<file path="src/rtl/regfile_clr_bank.sv">
// ============================================================================
// Module   : regfile_clr_bank
// Purpose  : DEPTH x BITWIDTH register bank with one write port, two
//            combinational read ports, per-entry valid bits and a sequenced
//            one-entry-per-cycle bulk-clear sweep.
// Option   : REGFILE_CLR_BYPASS_EN enables write-through read forwarding.
// Revision : 1.0 - initial release
// ============================================================================
`default_nettype none

module regfile_clr_bank #(
    parameter int                   BITWIDTH  = 11,
    parameter int                   DEPTH     = 16,
    parameter int                   ADDR_W    = 4,
    parameter logic [BITWIDTH-1:0]  CLR_VALUE = '0
) (
    input  logic                clk,
    input  logic                rst,
    input  logic                wr_en,
    input  logic [ADDR_W-1:0]   wr_addr,
    input  logic [BITWIDTH-1:0] wr_data,
    output logic                wr_ready,
    input  logic [ADDR_W-1:0]   rd_addr_a,
    output logic [BITWIDTH-1:0] rd_data_a,
    output logic                rd_valid_a,
    input  logic [ADDR_W-1:0]   rd_addr_b,
    output logic [BITWIDTH-1:0] rd_data_b,
    output logic                rd_valid_b,
    input  logic                clr_req,
    output logic                clr_busy,
    output logic                clr_done
);

    typedef enum logic [1:0] {
        ST_IDLE  = 2'd0,
        ST_SWEEP = 2'd1,
        ST_DONE  = 2'd2
    } state_t;

    state_t                 r_state;
    logic [ADDR_W-1:0]      r_ptr;
    logic                   r_busy;
    logic                   r_done;
    logic                   r_wr_ready;
    logic [BITWIDTH-1:0]    r_mem [DEPTH];
    logic [DEPTH-1:0]       r_valid;

    logic                   w_wr_acc;
    logic                   w_sweep_clr;
    logic                   w_ptr_last;
    logic [BITWIDTH-1:0]    w_rd_data_a;
    logic [BITWIDTH-1:0]    w_rd_data_b;
    logic                   w_rd_valid_a;
    logic                   w_rd_valid_b;

    assign w_wr_acc    = rst && wr_en && r_wr_ready && (int'(wr_addr) < DEPTH);
    assign w_sweep_clr = (r_state == ST_SWEEP);
    assign w_ptr_last  = (int'(r_ptr) == DEPTH - 1);

    always_ff @(posedge clk or negedge rst) begin
        if (!rst) begin
            r_state    <= ST_IDLE;
            r_ptr      <= '0;
            r_busy     <= 1'b0;
            r_done     <= 1'b0;
            r_wr_ready <= 1'b1;
        end else begin
            case (r_state)
                ST_IDLE: begin
                    if (clr_req) begin
                        r_state    <= ST_SWEEP;
                        r_ptr      <= '0;
                        r_busy     <= 1'b1;
                        r_wr_ready <= 1'b0;
                    end
                end
                ST_SWEEP: begin
                    r_ptr <= r_ptr + ADDR_W'(1);
                    if (w_ptr_last) begin
                        r_state <= ST_DONE;
                        r_done  <= 1'b1;
                    end
                end
                ST_DONE: begin
                    r_state    <= ST_IDLE;
                    r_ptr      <= '0;
                    r_done     <= 1'b0;
                    r_busy     <= 1'b0;
                    r_wr_ready <= 1'b1;
                end
                default: begin
                    r_state    <= ST_IDLE;
                    r_ptr      <= '0;
                    r_done     <= 1'b0;
                    r_busy     <= 1'b0;
                    r_wr_ready <= 1'b1;
                end
            endcase
        end
    end

    // Writes are only accepted in IDLE, so sweep and write never hit the
    // same cycle; the sweep still takes priority for robustness.
    always_ff @(posedge clk or negedge rst) begin
        if (!rst) begin
            for (int i = 0; i < DEPTH; i++) begin
                r_mem[i] <= CLR_VALUE;
            end
            r_valid <= '0;
        end else begin
            for (int i = 0; i < DEPTH; i++) begin
                if (w_sweep_clr && (int'(r_ptr) == i)) begin
                    r_mem[i]   <= CLR_VALUE;
                    r_valid[i] <= 1'b0;
                end else if (w_wr_acc && (int'(wr_addr) == i)) begin
                    r_mem[i]   <= wr_data;
                    r_valid[i] <= 1'b1;
                end
            end
        end
    end

    always_comb begin
        w_rd_data_a  = CLR_VALUE;
        w_rd_valid_a = 1'b0;
        w_rd_data_b  = CLR_VALUE;
        w_rd_valid_b = 1'b0;
        for (int i = 0; i < DEPTH; i++) begin
            if (int'(rd_addr_a) == i) begin
                w_rd_data_a  = r_mem[i];
                w_rd_valid_a = r_valid[i];
            end
            if (int'(rd_addr_b) == i) begin
                w_rd_data_b  = r_mem[i];
                w_rd_valid_b = r_valid[i];
            end
        end
`ifdef REGFILE_CLR_BYPASS_EN
        if (w_wr_acc && (rd_addr_a == wr_addr)) begin
            w_rd_data_a  = wr_data;
            w_rd_valid_a = 1'b1;
        end
        if (w_wr_acc && (rd_addr_b == wr_addr)) begin
            w_rd_data_b  = wr_data;
            w_rd_valid_b = 1'b1;
        end
`else
`endif
    end

    assign rd_data_a  = w_rd_data_a;
    assign rd_valid_a = w_rd_valid_a;
    assign rd_data_b  = w_rd_data_b;
    assign rd_valid_b = w_rd_valid_b;
    assign wr_ready   = r_wr_ready;
    assign clr_busy   = r_busy;
    assign clr_done   = r_done;

endmodule

`default_nettype wire

</file>
<file path="config.mk">
export PLATFORM = sky130hd
export DESIGN_NAME = regfile_clr_bank
export DESIGN_NICKNAME = d
export VERILOG_FILES = /design/src/rtl/regfile_clr_bank.sv
export SDC_FILE = /design/constraint.sdc
export NUM_CORES = 1
export LEC_CHECK = 0
export ABC_AREA = 1
export ABC_CLOCK_PERIOD_IN_PS = 2130
export BUFFER_PORTS_ARGS = -buffer_cell sky130_fd_sc_hd__buf_2
export CORE_MARGIN = 2
export CORE_UTILIZATION = 45
export CTS_CLUSTER_DIAMETER = 50
export DETAILED_ROUTE_END_ITERATION = 16
export HOLD_SLACK_MARGIN = 0.03
export PLACE_DENSITY = 0.75
export SETUP_SLACK_MARGIN = 0.05
export SYNTH_ARGS = -nofsm -noshare
export SYNTH_HDL_FRONTEND = slang
export SYNTH_SLANG_ARGS = --single-unit
</file>
<file path="constraint.sdc">
create_clock -name clk -period 2.13 [get_ports clk]
set_input_delay 0.5325 -clock clk [delete_from_list [all_inputs] [get_ports clk]]
set_output_delay 0.5325 -clock clk [all_outputs]
set_load 0.01 [all_outputs]
</file>
After elaboration in Yosys (flattened, before gate mapping)
Index checks and enable logic that the tools add are counted.
{"block": "totals", "regBits": 201, "latch_bits": 0, "mem_bits_rw": 0, "romBits": 0, "mem_count": 0}
{"block": "op_classes", "addsub": 1, "mul": 0, "div": 0, "magnitude_cmp": 0, "eq_ne": 63, "n_shift": 0, "mux": 139, "bitwise_logic": 2, "reduce_logical": 58}
{"op": "$mux 11", "n": 64}
{"op": "$eq 4x4->1 const B", "n": 32}
{"op": "$mux 1", "n": 67}
{"op": "$eq 4x3->1 const B", "n": 16}
{"op": "$logic_and 1x1->1", "n": 34}
{"op": "$eq 4x2->1 const B", "n": 8}
{"op": "$reduce_bool 2->1", "n": 16}
{"op": "$eq 4x1->1 const B", "n": 4}
{"op": "$logic_not 4->1", "n": 4}
{"op": "$pmux 4 s2", "n": 1}
{"op": "$pmux 1 s2", "n": 3}
{"op": "$reduce_and 2->1", "n": 3}
{"op": "$add 4x1->4 const B", "n": 1}
{"op": "$mux 2", "n": 2}
{"op": "$mux 4", "n": 1}
{"op": "$pmux 2 s2", "n": 1}
{"op": "$eq 2x1->1 const B", "n": 1}
{"op": "$logic_not 2->1", "n": 1}
{"op": "$ne 2x1->1 const B", "n": 1}
{"op": "$ne 2x2->1 const B", "n": 1}
{"op": "$not 1->1", "n": 2}

Longest topological paths before layout
{"block": "depth", "ltp_word": 17, "ltp_mapped": 14}

Worst setup path after synthesis
Ideal clock, no wire load.
{"block": "synth_path", "path_kind": "input to output", "startpoint": "input rd_addr_a[0]", "endpoint": "output rd_data_a[1]", "arrival_time_ns": 1.678, "t_required_ns": 1.597, "setup_slack_ns": -0.081, "cell_stages": 11, "path_buffers": 2, "cell_sequence": "clkbuf_2 > nand2_1 > nor2_1 > buf_2 > nand2_1 > nand2_1 > nand4_1 > nor2_1 > nand3_1 > nand2_1 > nand4_1"}
{"block": "synth_via", "elab_chain_cells": 17, "word_cells_on_any_way": 32}
{"item": "start: declaration", "line_no": "23", "source": "input logic [ADDR_W-1:0] rd_addr_a,"}
{"item": "$logic_not 4->1", "line_no": "129", "source": "if (int'(rd_addr_a) == i) begin"}
{"item": "$mux 11 (15 in series)", "line_no": "129"}
{"item": "$mux 11 *", "line_no": "129"}
{"item": "end: declaration", "line_no": "24", "source": "output logic [BITWIDTH-1:0] rd_data_a,"}
Every way passes the cells marked *; elsewhere a longest branch is shown, timed or not.

Worst setup path in the final report
{"block": "layout_path", "startpoint": "register r_mem[172] (netlist bit)", "endpoint": "output rd_data_a[7]"}
{"block": "layout_via", "elab_chain_cells": 16}
{"item": "start: declaration", "line_no": "45", "source": "logic [BITWIDTH-1:0] r_mem [DEPTH];"}
{"item": "start signal: indexed assignment", "line_no": "116", "source": "r_mem[i] <= wr_data;"}
{"item": "$mux 11 (16 in series)", "line_no": "129"}
Every way passes these cells.

==> results.cfg <==
[status]
status = complete, but fails checks
violations = setup timing

[sta]
rsz0062_at_grt = true
setup_viol = 24
period_minus_slack_ps = 2890
fin_tns_setup_ps = -15430
min_period_over_period = 1.36
hold_slack_ps = 126
worst_pin_slew_ps = 687
setup_ws_ps = -760
slew_headroom = 0.542
fmax_mhz = 346
finalHoldViolations = 0
report.final.slew_viol_count = 0
fin_worst_skew_ps = 12.9

[pwr]
ir_drop_uv = 884
switchingPower_uw = 5610
seq_power_share = 0.402
internal-power_uw = 9600
power.density_nw_per_um2 = 1040
sw_frac_of_total = 0.369
clockPowerShare = 0.296
pwr-share-comb = 0.303
power_leakage_uw = 0.00690

[detailed_routing]
top_layer = met4
wl_mm = 43.5
dr_total_vias = 11900
drtIter0Drc = 1626
firstDrtPassIters = 6
drt-vias-per-instance = 5.90
drc = 0
wl_per_cell_um = 21.6
wl_met3_mm = 4.90
route.met2.wl_mm = 18.8
met1_length_mm = 17.9
detail-route-antenna-nets = 0

[finish]
final_cell_area_um2 = 14600
nets = 1705
areaGrowthSynthToFinish_pct = 34.1
drive_gt1_frac = 0.291
fillers = 2078
n_antenna_cell = 0

[grt]
grt_start_max_net_pins = 118
grt_overflow = 0
grt_use_total = 0.329
grt_pass1_wl_mm = 65.1
grt_pass1_vias = 11100
grt_antenna_before_repair = 0

[clocking]
cts_root_buf = clkbuf_16
clockBufferDepth = 3
clk_latency_ps = 550
cts_tree = done
clock_sinks = 201
cts_buffers = 26
clk_pin_slew_worst_paths_ps = 60
htree_levels = 1

[critical_path]
worst_setup_path_start_kind = flop
reg2reg_to = r_mem[122]
r2r_setup_slack_ps = 170
endpoint = rd_data_a[7]
slowest_stage = dfrtp_1
crit_start = r_mem[172]
r2r_start = wr_ready
crit_top_cell = nand2_1
cp-end-kind = primary output
crit_path_max_incr_delay_ps = 400
reg2reg_depth = 6
crit_chain = buf_6 -> nand3_2 -> nand3_2 -> nor2_2 -> nand4_1 -> nand2_1 -> nand4_1 -> nand2_1 -> nand3_2 -> nand2_1 -> nand2_1 -> buf_2
crit_fanout = 2
crit_required_ps = 1600
crit_type = flop to primary output
cp.arrival_ps = 2360

[hold_path]
min_path_type = input pin to asynchronous set/reset pin

[floorplan]
start_util = 0.461
pin_count = 54
die_width_um = 160
dieArea_um2 = 25400
std_cell_rows = 56
core_area_um2 = 23600
die_y_um = 160

[synthesis]
synth_cell_types = 33
ys_ff_latch = 201
syn_nets = 1505
synth_area_um2 = 10900
postSynthAreaPerCell_um2 = 7.38
synth-main-ff-cell = dfrtp_1
ys_seq_area_frac = 0.462
ys_warn_count = 0
async_flop_share = 1.00
synth-edff-count = 0
syn_inst = 1474

[placement]
portBuffers = 53
place_ws_ps = -967
dp.final_hpwl_mm = 29.9
gp_congestion = 0.994
dpl_cell_area_um2 = 12500

[job]
cap_violations = 0
## through the flow
| stage | utilization | total power, uW | std cells |
|---|---|---|---|
| after floorplan | - | 8430 | 1474 |
| after global placement | 0.529 | 10000 | 1928 |
| after detailed placement | 0.529 | 10200 | 1928 |
| after CTS | 0.596 | 14900 | 1992 |
| after global routing | 0.618 | 16000 | 2012 |
| final | 0.618 | 15200 | 2012 |
## logic make-up (layout without fill, tap and decap cells)
kind of cell               Yosys count  in the layout  synth area share
AOI/OAI and AO/OA                  243            243             0.125
xor gates and xnor gates             1              1          0.000805
adders and majority gates            4              4           0.00460
buffers and inverters              244            458            0.0901
DFF                                201            201             0.462
and+or+nand+nor                    781            786             0.317
## critical path: cells and delay by family (launching register included)
family                 cells  cell delay [ps]
DFF                        1              400
and+or+nand+nor           10             1130
buffers and inverters      2              270
## power by group through the flow
stage / combinational, uW / sequential, uW / clock (uW)
floorplan: 2660 / 5760 / 0
global placement: 4000 / 6040 / 0
detailed placement: 4120 / 6060 / 0
CTS: 4320 / 6030 / 4520
global route: 5060 / 6220 / 4670
finish: 4600 / 6110 / 4500
## flip-flops by register name, indices dropped and copies added (netlist names)
name and count:
r_mem 176, r_valid 16, r_ptr 4, r_state 2, clr_busy 1, clr_done 1, wr_ready 1
## routing by layer
layer  vias to the layer above  track usage
li1                       5316            -
met1                      5640        0.477
met2                       794        0.492
met3                       127       0.0607
met4                         0        0.119
met5                         -            0
## cells in the final DEF, fill, tap and decap left out, types with 8 or more instances in the layout
cell type	instances
a21oi_1	26
buf_12	8
buf_2	40
buf_4	149
buf_6	31
clkbuf_16	26
dfrtp_1	199
inv_1	160
inv_2	9
nand2_1	309
nand2_2	49
nand3_1	155
nand3_2	51
nand4_1	60
nor2_1	71
nor2_2	45
nor2_4	23
o21ai_0	113
o22ai_1	83
## worst min-delay path by stage
stage / startpoint / cells past startpoint / endpoint / slack (ps)
after floorplan: rst / 0 / clr_busy / 240
after detailed placement: clr_done / 2 / clr_done / 480
after global placement: clr_done / 2 / clr_done / 470
after CTS: rst / 2 / r_state[0] / 140
after global routing: rst / 2 / r_mem[32] / 160
final: rst / 2 / r_mem[8] / 130
## cell type report
class	count	area (um2)	share of cell area
clock buffer	38	746	0.0511
timing repair buffer	233	1900	0.130
sequential	201	5030	0.345
inverter	178	691	0.0473
tap	319	399	0.0274
clock inverter	9	144	0.00986
multi-input combinational	1034	5680	0.389
## timing repair
action                     CTS  global route
resized for setup          168            87
cloned                       4             2
setup endpoints to repair   24           101
hold endpoints to repair     0             0
buffers inserted            14            18
pin swaps                   77            94
hold buffers                 0             0
## synthesized netlist by cell type, types with 2 or more instances
| master | instances | area share |
|---|---|---|
| nand2_1 | 356 | 0.12 |
| nand3_1 | 210 | 0.097 |
| dfrtp_1 | 200 | 0.46 |
| inv_1 | 174 | 0.060 |
| nor2_1 | 123 | 0.042 |
| o21ai_0 | 115 | 0.053 |
| o22ai_1 | 83 | 0.048 |
| nand4_1 | 60 | 0.034 |
| clkbuf_1 | 37 | 0.013 |
| a21oi_1 | 32 | 0.015 |
| buf_2 | 21 | 0.0097 |
| nand2_2 | 9 | 0.0052 |
| nor2_2 | 9 | 0.0052 |
| nor3_1 | 7 | 0.0032 |
| o21ai_2 | 6 | 0.0048 |
| buf_4 | 4 | 0.0028 |
| ha_1 | 4 | 0.0046 |
| buf_6 | 3 | 0.0031 |
| clkinv_1 | 3 | 0.0010 |
| o21ai_1 | 3 | 0.0014 |
| nor2_4 | 2 | 0.0021 |
| nor3_4 | 2 | 0.0030 |
(Power assumes the default switching activity.)
